<file path="config.mk">
export PLATFORM = sky130hd
export DESIGN_NAME = ac_motor_control
export DESIGN_NICKNAME = d
export VERILOG_FILES = /design/src/rtl/ac_motor_pkg.sv /design/src/rtl/ac_motor_ramp.sv /design/src/rtl/ac_motor_control.sv
export SDC_FILE = /design/constraint.sdc
export NUM_CORES = 1
export LEC_CHECK = 0
export CORE_ASPECT_RATIO = 1.4
export CORE_MARGIN = 3
export CORE_UTILIZATION = 50
export CTS_CLUSTER_DIAMETER = 30
export DETAILED_ROUTE_END_ITERATION = 7
export GPL_ROUTABILITY_DRIVEN = 0
export PLACE_DENSITY = 0.86
export SLEW_MARGIN = 20
export SYNTH_ARGS = -nofsm -noshare
export SYNTH_HDL_FRONTEND = slang
export SYNTH_SLANG_ARGS = --single-unit
export TNS_END_PERCENT = 1
</file>
<file path="constraint.sdc">
create_clock -name clk -period 4.57 [get_ports clk]
set_input_delay 0.457 -clock clk [delete_from_list [all_inputs] [get_ports clk]]
set_output_delay 0.457 -clock clk [all_outputs]
set_load 0.005 [all_outputs]
</file>
<file path="src/rtl/ac_motor_pkg.sv">
// Shared widths, config-word field positions and the config struct for the
// V/f set-point generator.
package ac_motor_pkg;
   localparam int POWER_W   = 12;
   localparam int DELAY_W   = 11;
   localparam int UMIN_W    = 4;
   localparam int CFG_W     = 16;
   localparam int MOD_BIT   = 15;
   localparam int DELAY_MSB = 14;
   localparam int DELAY_LSB = 4;
   localparam int UMIN_MSB  = 3;
   localparam int UMIN_LSB  = 0;

   typedef struct packed {
      logic               modulation;
      logic [DELAY_W-1:0] delay;
      logic [UMIN_W-1:0]  umin;
   } cfg_t;

   // The 4-bit minimum-voltage code scales to the top nibble of the amplitude.
   function automatic logic [POWER_W-1:0] umin_floor(input logic [UMIN_W-1:0] umin);
      return {umin, 8'h00};
   endfunction
endpackage

</file>
<file path="src/rtl/ac_motor_ramp.sv">
// Ramp prescaler plus saturating slew limiter: moves frequency toward target
// by at most RAMP_STEP once every RAMP_DIV cycles, never overshooting.
module ac_motor_ramp
   import ac_motor_pkg::*;
#(
   parameter int unsigned RAMP_DIV  = 2,
   parameter int unsigned RAMP_STEP = 1
) (
   input  logic               clk,
   input  logic               reset,
   input  logic [POWER_W-1:0] target,
   output logic [POWER_W-1:0] frequency
);
   localparam logic [15:0]      CNT_LAST = 16'(RAMP_DIV - 1);
   localparam logic [POWER_W:0] STEP_EXT = (POWER_W + 1)'(RAMP_STEP);

   logic [15:0]        cnt;
   logic               tick;
   logic [POWER_W:0]   up_sum;
   logic [POWER_W:0]   dn_diff;
   logic [POWER_W:0]   tgt_ext;
   logic [POWER_W-1:0] next_freq;

   assign tick = (cnt == CNT_LAST);

   // 13-bit arithmetic: a borrow shows up in the top bit of dn_diff, and any
   // step past the target is clamped to the target, which also bounds 0..4095.
   always_comb begin
      tgt_ext   = {1'b0, target};
      up_sum    = {1'b0, frequency} + STEP_EXT;
      dn_diff   = {1'b0, frequency} - STEP_EXT;
      next_freq = frequency;
      if (frequency < target) begin
         next_freq = (up_sum > tgt_ext) ? target : up_sum[POWER_W-1:0];
      end else if (frequency > target) begin
         next_freq = (dn_diff[POWER_W] || (dn_diff < tgt_ext)) ? target : dn_diff[POWER_W-1:0];
      end
   end

   always_ff @(posedge clk) begin
      if (reset) begin
         cnt       <= '0;
         frequency <= '0;
      end else begin
         cnt <= tick ? 16'd0 : cnt + 16'd1;
         if (tick) begin
            frequency <= next_freq;
         end
      end
   end
endmodule

</file>
<file path="src/rtl/ac_motor_control.sv">
// Open-loop V/f set-point generator: slew-limited frequency, amplitude with a
// minimum-voltage floor, and registered modulation/dead-time config fields.
module ac_motor_control
   import ac_motor_pkg::*;
#(
   parameter int unsigned RAMP_DIV  = 2,
   parameter int unsigned RAMP_STEP = 1
) (
   input  logic               clk,
   input  logic               reset,
   input  logic [POWER_W-1:0] power,
   input  logic [CFG_W-1:0]   mod_delay_umin,
   output logic               modulation,
   output logic [DELAY_W-1:0] delay,
   output logic [POWER_W-1:0] frequency,
   output logic [POWER_W-1:0] amplitude
);
   cfg_t               cfg_in;
   logic [UMIN_W-1:0]  umin;
   logic [POWER_W-1:0] floor_v;
   logic [POWER_W-1:0] amp_next;

   assign cfg_in.modulation = mod_delay_umin[MOD_BIT];
   assign cfg_in.delay      = mod_delay_umin[DELAY_MSB:DELAY_LSB];
   assign cfg_in.umin       = mod_delay_umin[UMIN_MSB:UMIN_LSB];

   ac_motor_ramp #(
      .RAMP_DIV  (RAMP_DIV),
      .RAMP_STEP (RAMP_STEP)
   ) u_ramp (
      .clk       (clk),
      .reset     (reset),
      .target    (power),
      .frequency (frequency)
   );

   // A stopped motor gets no voltage boost; otherwise the floor applies.
   always_comb begin
      floor_v  = umin_floor(umin);
      amp_next = '0;
      if (frequency != '0) begin
         amp_next = (frequency > floor_v) ? frequency : floor_v;
      end
   end

   always_ff @(posedge clk) begin
      if (reset) begin
         modulation <= 1'b0;
         delay      <= '0;
         umin       <= '0;
         amplitude  <= '0;
      end else begin
         modulation <= cfg_in.modulation;
         delay      <= cfg_in.delay;
         umin       <= cfg_in.umin;
         amplitude  <= amp_next;
      end
   end
endmodule

</file>
### Yosys cells after proc, flatten, opt, wreduce, memory -nomap -nowiden

Cells that the tools add are included.
Widths: inputs -> output; s select.

| word-level totals | value |
|---|---|
| word-level logic and storage cells | 30 |
| output and inout bits | 36 |
| input bits | 30 |
| register bits after elaboration | 56 |

| cells by class | value |
|---|---|
| bitwise logic cells | 2 |
| reduce and logical (&&, ||, !) cells | 7 |
| equality and inequality tests | 1 |
| magnitude comparators | 5 |
| mux-type cells | 5 |
| $add $sub $neg | 3 |

Operators with widths:

| kind | count |
|---|---|
| $mux 12 | 5 |
| $gt 12x12->1 | 2 |
| $add 16x1->16 const B | 1 |
| $eq 16x1->1 const B | 1 |
| $add 12x1->13 const B | 1 |
| $gt 13x12->1 | 1 |
| $lt 13x12->1 | 1 |
| $sub 12x1->13 const B | 1 |
| $lt 12x12->1 | 1 |
| $reduce_bool 12->1 | 1 |
| $reduce_or 2->1 | 2 |
| $reduce_or 3->1 | 1 |
| $not 1->1 | 2 |
| $reduce_and 2->1 | 1 |
| $reduce_bool 2->1 | 1 |
| $logic_or 1x1->1 | 1 |

### Logic depth before layout (Yosys ltp)

Gate-level depths: netlist (run 1).

| depth | value |
|---|---|
| word-level depth | 6 |
| gate-level depth with buffers | 15 |
| mapped depth without buffers | 13 |

### Cells and area by module

A second synthesis (run 1) with hierarchy kept.

| unflattened totals | value |
|---|---|
| cells, all modules | 422 |
| area, all modules | 3719.8 sq um |

By module, submodules not included:

| module | cells an instance | times used | seq. area each (sq um) | area an instance (sq um) |
|---|---|---|---|---|
| ac_motor_ramp | 337 | 1 | 560.5 | 2745.1 |
| ac_motor_control | 85 | 1 | 560.5 | 974.7 |

### Least setup slack after synthesis (run 1)

Ideal clock, no wire load.

| timing | value |
|---|---|
| path kind | reg-to-reg |
| start point | reg u_ramp.frequency[0] |
| end point | reg u_ramp.frequency[8] |
| period minus slack after synthesis | 3.209 ns |
| arrival time | 3.069 ns |
| setup time | 0.140 ns |
| path slack | 1.361 ns |
| buffers on the path | 2 |
| data required time | 4.430 ns |
| stages on the path, launching flop included | 14 |
| cell sequence | dfxtp_1 buf_6 or4_4 nand2b_4 nor4_4 xnor2_1 ha_1 nor2b_1 a2111oi_1 a21oi_2 buf_6 mux2_4 a21oi_2 a221oi_2 |

| on the way | value |
|---|---|
| word-level cells in the longest chain between the ends | 6 |
| elaborated cells between the ends (all ways) | 13 |
| classes of those cells | 2 x add/sub; 4 x order compare; 4 x mux; 3 x reduce/logical |

RTL lines:

| item | line | source |
|---|---|---|
| start, declared | ac_motor_ramp.sv:12 | `output logic [POWER_W-1:0] frequency` |
| start signal, assigned | ac_motor_ramp.sv:47 | `frequency <= next_freq;` |
| $sub 12x1->13 | ac_motor_ramp.sv:31 | `dn_diff = {1'b0, frequency} - STEP_EXT;` |
| $lt 13x12->1 | ac_motor_ramp.sv:36 | `next_freq = (dn_diff[POWER_W] \|\| (dn_diff < tgt_ext)) ? target : dn_diff[POWER_W-1:0];` |
| $logic_or 1x1->1 | ac_motor_ramp.sv:36 |  |
| $mux 12 | ac_motor_ramp.sv:36 |  |
| $mux 12 | ac_motor_ramp.sv:35 | `end else if (frequency > target) begin` |
| $mux 12 | ac_motor_ramp.sv:33 | `if (frequency < target) begin` |

Several ways; a longest one is shown, not always the timed one. The select of a mux whose other input is x is not followed.
A chain may end at the register's enable or synchronous reset.

### Final worst setup path (run 1)

| timing | value |
|---|---|
| start point | reg u_ramp.frequency[0] |
| end point | reg u_ramp.frequency[1] |

Same word-level chain as after synthesis.

==> results of run 1 <==
-- metrics by stage --
step / power, mW / util (%) / cells / worst slack, ps / area (um2)
after floorplan: 1.26 / - / 428 / 1360 / 3740
after global placement: 1.48 / 61.7 / 569 / 853 / 4390
after detailed placement: 1.51 / 61.7 / 569 / 820 / 4390
after CTS: 1.79 / 63.0 / 577 / 799 / 4480
after global routing: 1.92 / 63.1 / 577 / 500 / 4490
final: 1.80 / 63.1 / 577 / 727 / 4490
-- final cells by class --
cell class                 instances  area share, %
timing repair buffer              66           14.7
multi-input combinational        323           53.3
clock inverter                     2          0.390
clock buffer                       6           1.62
inverter                          29           2.42
tap                               95           2.65
sequential                        56           25.0
-- sequential cells by signal, summed over array words and instances (netlist names) --
signal and flops:
modulation 1, amplitude 12, delay 11, u_ramp.cnt 16, u_ramp.frequency 12, umin 4
-- path summary, 6_finish.rpt --
check	end	slack [ps]	cells after the start
setup / recovery	u_ramp.frequency[1]	730	13
hold reg to reg	u_ramp.cnt[0]	500	1
hold / removal	u_ramp.cnt[0]	500	1
setup reg to reg	u_ramp.frequency[1]	730	13
-- worst reg2reg max path: cells and delay by family (launching register included) --
kind | cells | cell delay (ps)
flops | 1 | 590
simple gates | 5 | 640
xor+xnor | 1 | 170
fa+ha+maj | 2 | 640
compound gates | 4 | 1490
buf+inv | 1 | 250
-- cell usage after synthesis (3+ instances only) --
| library cell | number | share of area (%) |
|---|---|---|
| dfxtp_1 | 56 | 30 |
| ha_1 | 44 | 15 |
| nor2b_1 | 20 | 3.3 |
| xnor2_1 | 21 | 4.9 |
| xor2_1 | 10 | 2.3 |
| a221oi_2 | 3 | 1.2 |
| mux2i_1 | 7 | 1.9 |
| nand2_1 | 19 | 1.9 |
| and3_1 | 3 | 0.50 |
| a31oi_1 | 3 | 0.50 |
| a21oi_1 | 35 | 4.7 |
| clkbuf_1 | 5 | 0.50 |
| inv_1 | 29 | 2.9 |
| nand4_1 | 12 | 2.0 |
| nand3_1 | 17 | 2.3 |
| a221o_1 | 6 | 1.6 |
| buf_6 | 3 | 0.90 |
| nor2_1 | 40 | 4.0 |
| nor4_1 | 3 | 0.50 |
| o21ai_0 | 6 | 0.80 |
| a21oi_2 | 5 | 1.2 |
| buf_2 | 7 | 0.94 |
| nor3_1 | 17 | 2.3 |
-- power by group through the flow --
| stage | sequential [mW] | clock (mW) | combinational [mW] |
|---|---|---|---|
| 2_1_floorplan | 0.579 | 0 | 0.678 |
| 3_3_place_gp | 0.614 | 0 | 0.865 |
| 3_5_place_dp | 0.618 | 0 | 0.889 |
| 4_1_cts | 0.607 | 0.291 | 0.894 |
| 5_1_grt | 0.616 | 0.306 | 1.00 |
| 6_report | 0.610 | 0.282 | 0.911 |
-- metal layers --
layer  vias up  global-route usage, %
met5         -                      0
met4         0                   13.5
met3        47                   4.83
met2       182                   41.0
met1      1539                   25.8
li1       1628                      -
-- cells by family (layout without fill, tap and decap cells) --
logic type / after synthesis / count (layout) / synth area share [%]
and+or+nand+nor: 153 / 153 / 22.8
AOI/OAI and AO/OA: 85 / 85 / 16.1
DFF: 56 / 56 / 29.9
buffers and inverters: 49 / 103 / 6.31
adders and majority gates: 44 / 44 / 14.7
xor gates and xnor gates: 31 / 31 / 7.25
muxes: 10 / 10 / 2.87
==> impl_metrics.ini, run 1 <==
[yosys]
ys_ff_latch = 56
synth_ff_type = dfxtp_1
synth_warnings = 0
synth_edf_count = 0
syn_area_mm2 = 0.00374
synthCells = 428
ys_seq_area_share_pct = 29.9
syn_avg_cell_area_um2 = 8.75
syn_nets = 502
ys_async_sr_fraction_pct = 0
ys_types = 66

[finish]
seq_area_mm2 = 0.00112
antennaDiodeCount = 0
syn2layout_area_growth_pct = 19.9
multiInputGateArea_mm2 = 0.00239
fill_cells = 615
final_common_cell = clkdlybuf4s50_1
nets = 555
mostFrequentLayoutCells = clkdlybuf4s50_1, dfxtp_1, ha_1
drive_above_1_share_pct = 7.47

[grt]
globalRouteOverflowTotal = 0
antenna_found_initial = 0
grt_pass1_wl_um = 16100
grt_pass1_vias = 3528
gr-usage-all-layers_pct = 23.4
grt_max_degree = 19

[placement]
portBuffers = 65
hpwl_um = 7690

[sta]
whs_ps = 498
fin_crit_sh_pct = 84.1
finalSetupViolCount = 0
period_minus_slack_ps = 3840
slew_headroom_pct = 37.7
finalSetupTns_ps = 0
skew_ps = 22.6
fmax_ghz = 0.260
hold_viol_final = 0
rsz0062_at_grt = no
max_slew.worst_pin.slew_ps = 935
report.final.slew_viol_count = 0

[route]
met3_length_um = 740
via_per_inst = 5.89
vias = 3396
dr_wl_met2_um = 4710
wirelength_um = 9780
detail-route-antenna-nets = 0
wl_met1_um = 3760
first_pass_iters = 5
highest_layer = met4
wl_per_cell_um = 17.0
first_iter_violations = 322
drc = 0

[worst_hold_path]
hp-start = u_ramp.cnt[0]
hold_class = flop to flop

[worst_setup_path]
cp_slowest_stage_delay_ps = 770
cpMaxStageDelayCell = a21oi_2
r2r_start = u_ramp.frequency[0]
path_class = flop to flop
crit_start = u_ramp.frequency[0]
cp_top_family = compound AO/OA/AOI/OAI gates
critical_path_buf_inv_count = 1
crit_required_ps = 4780
crit_chain = inv_1 > ha_1 > nand2_1 > nor3_1 > xnor2_1 > ha_1 > nand4_1 > nor2_1 > o31ai_1 > a21oi_2 > nand2_1 > a211o_1 > a311oi_1
cp_max_fo = 12
crit_arrival_ps = 4050
worst_setup_path_end_kind = flop
start_kind = flop

[power]
p_int_mw = 1.05
p_leak_nw = 1.78
clkPwrFrac_pct = 15.7
power_switching_uw = 756
p_sw_share_pct = 41.9
pwr-share-seq_pct = 33.8
vdd_drop_max_mv = 0.285
p_per_area_mw_per_mm2 = 402
comb_power_share_pct = 50.5

[run_status]
outcome = completed

[floorplan]
std_cell_rows = 36
initial_utilization_pct = 52.6
dieWidth_um = 79.1
fp.coreArea_mm2 = 0.00712
die_h_um = 108
die-area_mm2 = 0.00858
pin_count = 66

[clock_network]
path_clk_slew_ps = 100
ctsHoldBuffers = 0
clk_path_buf_depth = 2
postCtsSetupBuffers = 0
insertion_delay_ps = 320
cts_tree = yes
cts.sinks = 56
ctsResizeCount = 0
cts_root_buf = clkbuf_8
cts-buffers-inserted = 5
htree_levels = 2

[run]
drv_cap = 0
Note: power is estimated with default switching activity, not from simulation.
==> run 2, diff against run 1 <==
==> constraint.sdc (replaced) <==
create_clock -name clk -period 3.85 [get_ports clk]
set_input_delay 0.385 -clock clk [delete_from_list [all_inputs] [get_ports clk]]
set_output_delay 0.385 -clock clk [all_outputs]
set_load 0.005 [all_outputs]
==> run 2 against run 1 <==
Combinational power increased by 25%. Design area increased by 2.5%. Core utilization up 1.6 points. Largest cell class unchanged. Clock skew shrank 16 ps. Critical path depth is the same. Fmax is 6.7% higher. Routed wire length grew 2.3%.
==> impl_metrics.ini, run 2 (synthesized netlist as in run 1, its figures left out) <==
[run_status]
outcome = completed

[floorplan]
die-area_mm2 = 0.00858
pin_count = 66
initial_utilization_pct = 52.6
std_cell_rows = 36
dieWidth_um = 79.1
die_h_um = 108
fp.coreArea_mm2 = 0.00712

[worst_setup_path]
crit_required_ps = 4020
cp_max_fo = 12
start_kind = flop
worst_setup_path_end_kind = flop
path_class = flop to flop
crit_arrival_ps = 3780

[finish]
antennaDiodeCount = 0
syn2layout_area_growth_pct = 22.9
seq_area_mm2 = 0.00112
final_common_cell = clkdlybuf4s50_1
regMostFlops = u_ramp.cnt
reg_top3 = u_ramp.cnt x16, amplitude x12, u_ramp.frequency x12
fill_cells = 589
drive_above_1_share_pct = 9.18
mostFrequentLayoutCells = clkdlybuf4s50_1, dfxtp_1, ha_1
nets = 564
largest_reg_flops = 16
multiInputGateArea_mm2 = 0.00240

[clock_network]
cts_tree = yes
cts-buffers-inserted = 5
postCtsSetupBuffers = 0
cts.sinks = 56
ctsHoldBuffers = 0
path_clk_slew_ps = 100
insertion_delay_ps = 310
cts_root_buf = clkbuf_8
clk_path_buf_depth = 2
htree_levels = 2

[grt]
grt_pass1_wl_um = 16000
globalRouteOverflowTotal = 0
antenna_found_initial = 0
grt_max_degree = 18
grt_pass1_vias = 3472
gr-usage-all-layers_pct = 23.6

[run]
drv_cap = 0

[power]
p_per_area_mw_per_mm2 = 497
vdd_drop_max_mv = 0.354
p_leak_nw = 1.84
power_mw = 2.29

[route]
wl_met1_um = 3840
first_iter_violations = 295
detail-route-antenna-nets = 0
dr_wl_met2_um = 4940
wl_per_cell_um = 17.1
via_per_inst = 5.85
drc = 0
highest_layer = met4
first_pass_iters = 5
met3_length_um = 711
wirelength_um = 10000
vias = 3423

[sta]
skew_ps = 7.03
rsz0062_at_grt = no
report.final.slew_viol_count = 0
period_minus_slack_ps = 3600
fmax_ghz = 0.278
max_slew.worst_pin.slew_ps = 640
slew_headroom_pct = 57.3
finalSetupTns_ps = 0
hold_viol_final = 0
finalSetupViolCount = 0
fin_crit_sh_pct = 93.5

[placement]
hpwl_um = 7810
portBuffers = 65

[worst_hold_path]
hold_class = flop to flop
## run 2: cell types whose count changed in the layout (fill, tap and decap cells not counted), sizes merged
cell and delta:
bufinv +2, inv -2, clkbuf -1, buf +9
## run 2: final cells by class
| cell class | instances | share of cell area [%] |
|---|---|---|
| clock buffer | 5 | 1.49 |
| clock inverter | 2 | 1.30 |
| inverter | 29 | 2.36 |
| multi-input combinational | 323 | 52.1 |
| sequential | 56 | 24.4 |
| tap | 95 | 2.58 |
| timing repair buffer | 75 | 15.8 |
## run 2: per-stage QoR
step | hold slack, ps | area (um2) | setup WS [ps] | utilization [%] | std cells
final | 488 | 4600 | 249 | 64.7 | 585
after global routing | 526 | 4600 | 39.2 | 64.7 | 585
after CTS | 496 | 4590 | 112 | 64.5 | 585
after detailed placement | 473 | 4460 | 160 | 62.7 | 578
after global placement | 460 | 4460 | 318 | 62.7 | 578
after floorplan | 445 | 3740 | 641 | - | 428
## run 2: worst max-delay path, stage by stage, from the launching register on
cell	delay [ps]
dfxtp_1	590
inv_1	260
ha_1	330
nand3_1	140
nor3_1	70
xnor2_1	200
ha_1	290
a21oi_1	200
nor2b_1	80
a2111oi_2	460
a21oi_4	230
mux2_4	360
a21oi_2	160
a221oi_2	80
## run 2: routing by layer
layer / global-route usage (%) / vias up
met2: 41.0 / 155
met5: 0 / -
met4: 13.8 / 0
li1: - / 1647
met3: 4.83 / 45
met1: 26.5 / 1576
## run 2: timing repair
action,4_1_cts,5_1_grt
endpoints found under the hold margin,0,0
gates resized for setup,0,2
endpoints found under the setup margin,0,12
## run 2: worst paths after layout
check	startpoint	end	slack [ps]	cells after the start
min	u_ramp.cnt[0]	u_ramp.cnt[0]	490	1
max reg2reg	u_ramp.frequency[0]	u_ramp.frequency[8]	250	13
max	u_ramp.frequency[0]	u_ramp.frequency[8]	250	13
min reg2reg	u_ramp.cnt[0]	u_ramp.cnt[0]	490	1
## run 2: report_power, final
part	internal (mW)	switching (mW)	total, mW
combinational	0.513	0.624	1.14
clock	0.256	0.188	0.444
sequential	0.629	0.0787	0.708
==> run 3, diff against run 2 <==
--- a/config.mk
+++ b/config.mk
@@ -8,10 +8,9 @@
 export CORE_ASPECT_RATIO = 1.4
 export CORE_MARGIN = 3
 export CORE_UTILIZATION = 50
-export CTS_CLUSTER_DIAMETER = 30
 export DETAILED_ROUTE_END_ITERATION = 7
 export GPL_ROUTABILITY_DRIVEN = 0
-export PLACE_DENSITY = 0.86
+export PLACE_DENSITY = 0.76
 export SLEW_MARGIN = 20
 export SYNTH_ARGS = -nofsm -noshare
 export SYNTH_HDL_FRONTEND = slang
==> run 3 against run 2 <==
Die area did not move. Clock skew increased by 5.8 ps. Sequential power shrank 0.7%. First-iteration DRC count fell by 11%. Sequential cell count is the same. Worst setup slack improved by 76 ps. Sequential share of layout area is 0.094 points higher. Clock power decreased by 14%. Fmax increased by 2.2%.
==> impl_metrics.ini, run 3 (synthesized netlist as in run 1, its figures left out) <==
[route]
wirelength_um = 9890
wl_per_cell_um = 16.9
vias = 3384
drc = 0
detail-route-antenna-nets = 0
first_pass_iters = 4
first_iter_violations = 262
via_per_inst = 5.76

[sta]
fin_crit_sh_pct = 91.6
period_minus_slack_ps = 3520
fmax_ghz = 0.284
report.final.slew_viol_count = 0
slew_headroom_pct = 57.5
rsz0062_at_grt = no
max_slew.worst_pin.slew_ps = 637
skew_ps = 12.9
finalSetupViolCount = 0
hold_viol_final = 0
finalSetupTns_ps = 0

[power]
vdd_drop_max_mv = 0.328
p_leak_nw = 1.84
pwr-share-seq_pct = 31.6
p_int_mw = 1.34
power_mw = 2.22
p_per_area_mw_per_mm2 = 484
power_switching_uw = 883
clkPwrFrac_pct = 17.1
comb_power_share_pct = 51.3
p_sw_share_pct = 39.8

[worst_setup_path]
critical_path_buf_inv_count = 0
path_class = flop to flop
crit_required_ps = 4070
start_kind = flop
crit_chain = and4_4 > nand3_1 > or4_1 > xnor2_1 > ha_1 > nand3_1 > nor2_1 > and3_1 > a31oi_2 > nor3_1 > o211ai_1 > a311oi_1
cp_top_family = simple AND/OR/NAND/NOR gates
crit_arrival_ps = 3740
cpMaxStageDelayCell = dfxtp_1
cp_slowest_stage_delay_ps = 620
worst_setup_path_end_kind = flop
cp_max_fo = 10
cpMostUsedCell = nand3_1
crit_start = u_ramp.frequency[4]
r2r_start = u_ramp.frequency[4]

[finish]
nets = 565
syn2layout_area_growth_pct = 22.6
reg_top3 = u_ramp.cnt x16, amplitude x12, u_ramp.frequency x12
antennaDiodeCount = 0
largest_reg_flops = 16
mostFrequentLayoutCells = clkdlybuf4s50_1, dfxtp_1, ha_1
final_common_cell = clkdlybuf4s50_1
drive_above_1_share_pct = 9.55
regMostFlops = u_ramp.cnt

[floorplan]
initial_utilization_pct = 52.6
die_h_um = 108
die-area_mm2 = 0.00858
std_cell_rows = 36
fp.coreArea_mm2 = 0.00712
pin_count = 66
dieWidth_um = 79.1

[clock_network]
clk_path_buf_depth = 2
path_clk_slew_ps = 100
insertion_delay_ps = 310
cts_tree = yes
postCtsSetupBuffers = 0
cts-buffers-inserted = 5
cts.sinks = 56
htree_levels = 2
cts_root_buf = clkbuf_8

[run_status]
outcome = completed

[grt]
grt_max_degree = 21
gr-usage-all-layers_pct = 23.8
antenna_found_initial = 0
globalRouteOverflowTotal = 0
grt_pass1_wl_um = 16300
grt_pass1_vias = 3566

[placement]
portBuffers = 65
hpwl_um = 7850

[worst_hold_path]
hp-start = u_ramp.cnt[0]
hold_class = flop to flop

[run]
drv_cap = 0
[run 3: cell count changes in the layout (fill, tap and decap cells not counted)]
cell	change
buf_4	+1
bufinv_16	-1
clkbuf_1	+1
clkinv_2	+1
dfxtp_1	-1
dfxtp_2	+1
[run 3: repair_timing]
item | CTS | global route
hold buffers | 0 | 0
hold endpoints to repair | 0 | 0
setup endpoints to repair | 0 | 7
resized for setup | 0 | 3
[run 3: layer usage]
metal  vias up  wire length [um]  GRT usage (%)
met5         -                 0              0
met4         0               406           12.9
met3        33               554           4.08
met2       116              5060           42.0
met1      1589              3870           27.0
li1       1646                 -              -
[run 3: path summary, 6_finish.rpt]
kind / slack, ps / cells after the start / endpoint
max: 330 / 12 / u_ramp.frequency[1]
max reg2reg: 330 / 12 / u_ramp.frequency[1]
min: 490 / 1 / u_ramp.cnt[0]
min reg2reg: 490 / 1 / u_ramp.cnt[0]
[run 3: worst register-to-register path, stage by stage (launching register included)]
cell and delay [ps]:
dfxtp_1 620, and4_4 340, nand3_1 80, or4_1 440
xnor2_1 180, ha_1 290, nand3_1 90, nor2_1 210
and3_1 230, a31oi_2 60, nor3_1 470, o211ai_1 150
a311oi_1 260
[run 3: layout make-up]
cell class | instances | area (um2)
fill | 641 | 2530
multi-input combinational | 323 | 2400
sequential | 56 | 1120
timing repair buffer | 76 | 733
tap | 95 | 119
inverter | 29 | 109
clock buffer | 6 | 72.6
clock inverter | 2 | 35.0
[run 3: per-stage QoR]
step	hold slack, ps	setup slack, ps	std cells	utilization [%]	instance area (um2)
5_1_grt	518	156	587	64.5	4590
2_1_floorplan	445	641	428	-	3740
3_5_place_dp	472	174	579	62.8	4470
6_report	491	325	587	64.5	4590
4_1_cts	494	152	587	64.3	4580
3_3_place_gp	465	244	579	62.8	4470
[run 3: power groups by stage]
stage                     Clock (mW)  Sequential [mW]  Combinational, mW
final                          0.380            0.703               1.14
after global routing           0.411            0.710               1.24
after CTS                      0.388            0.700               1.10
after detailed placement           0            0.714               1.09
after global placement             0            0.711               1.06
after floorplan                    0            0.687              0.805
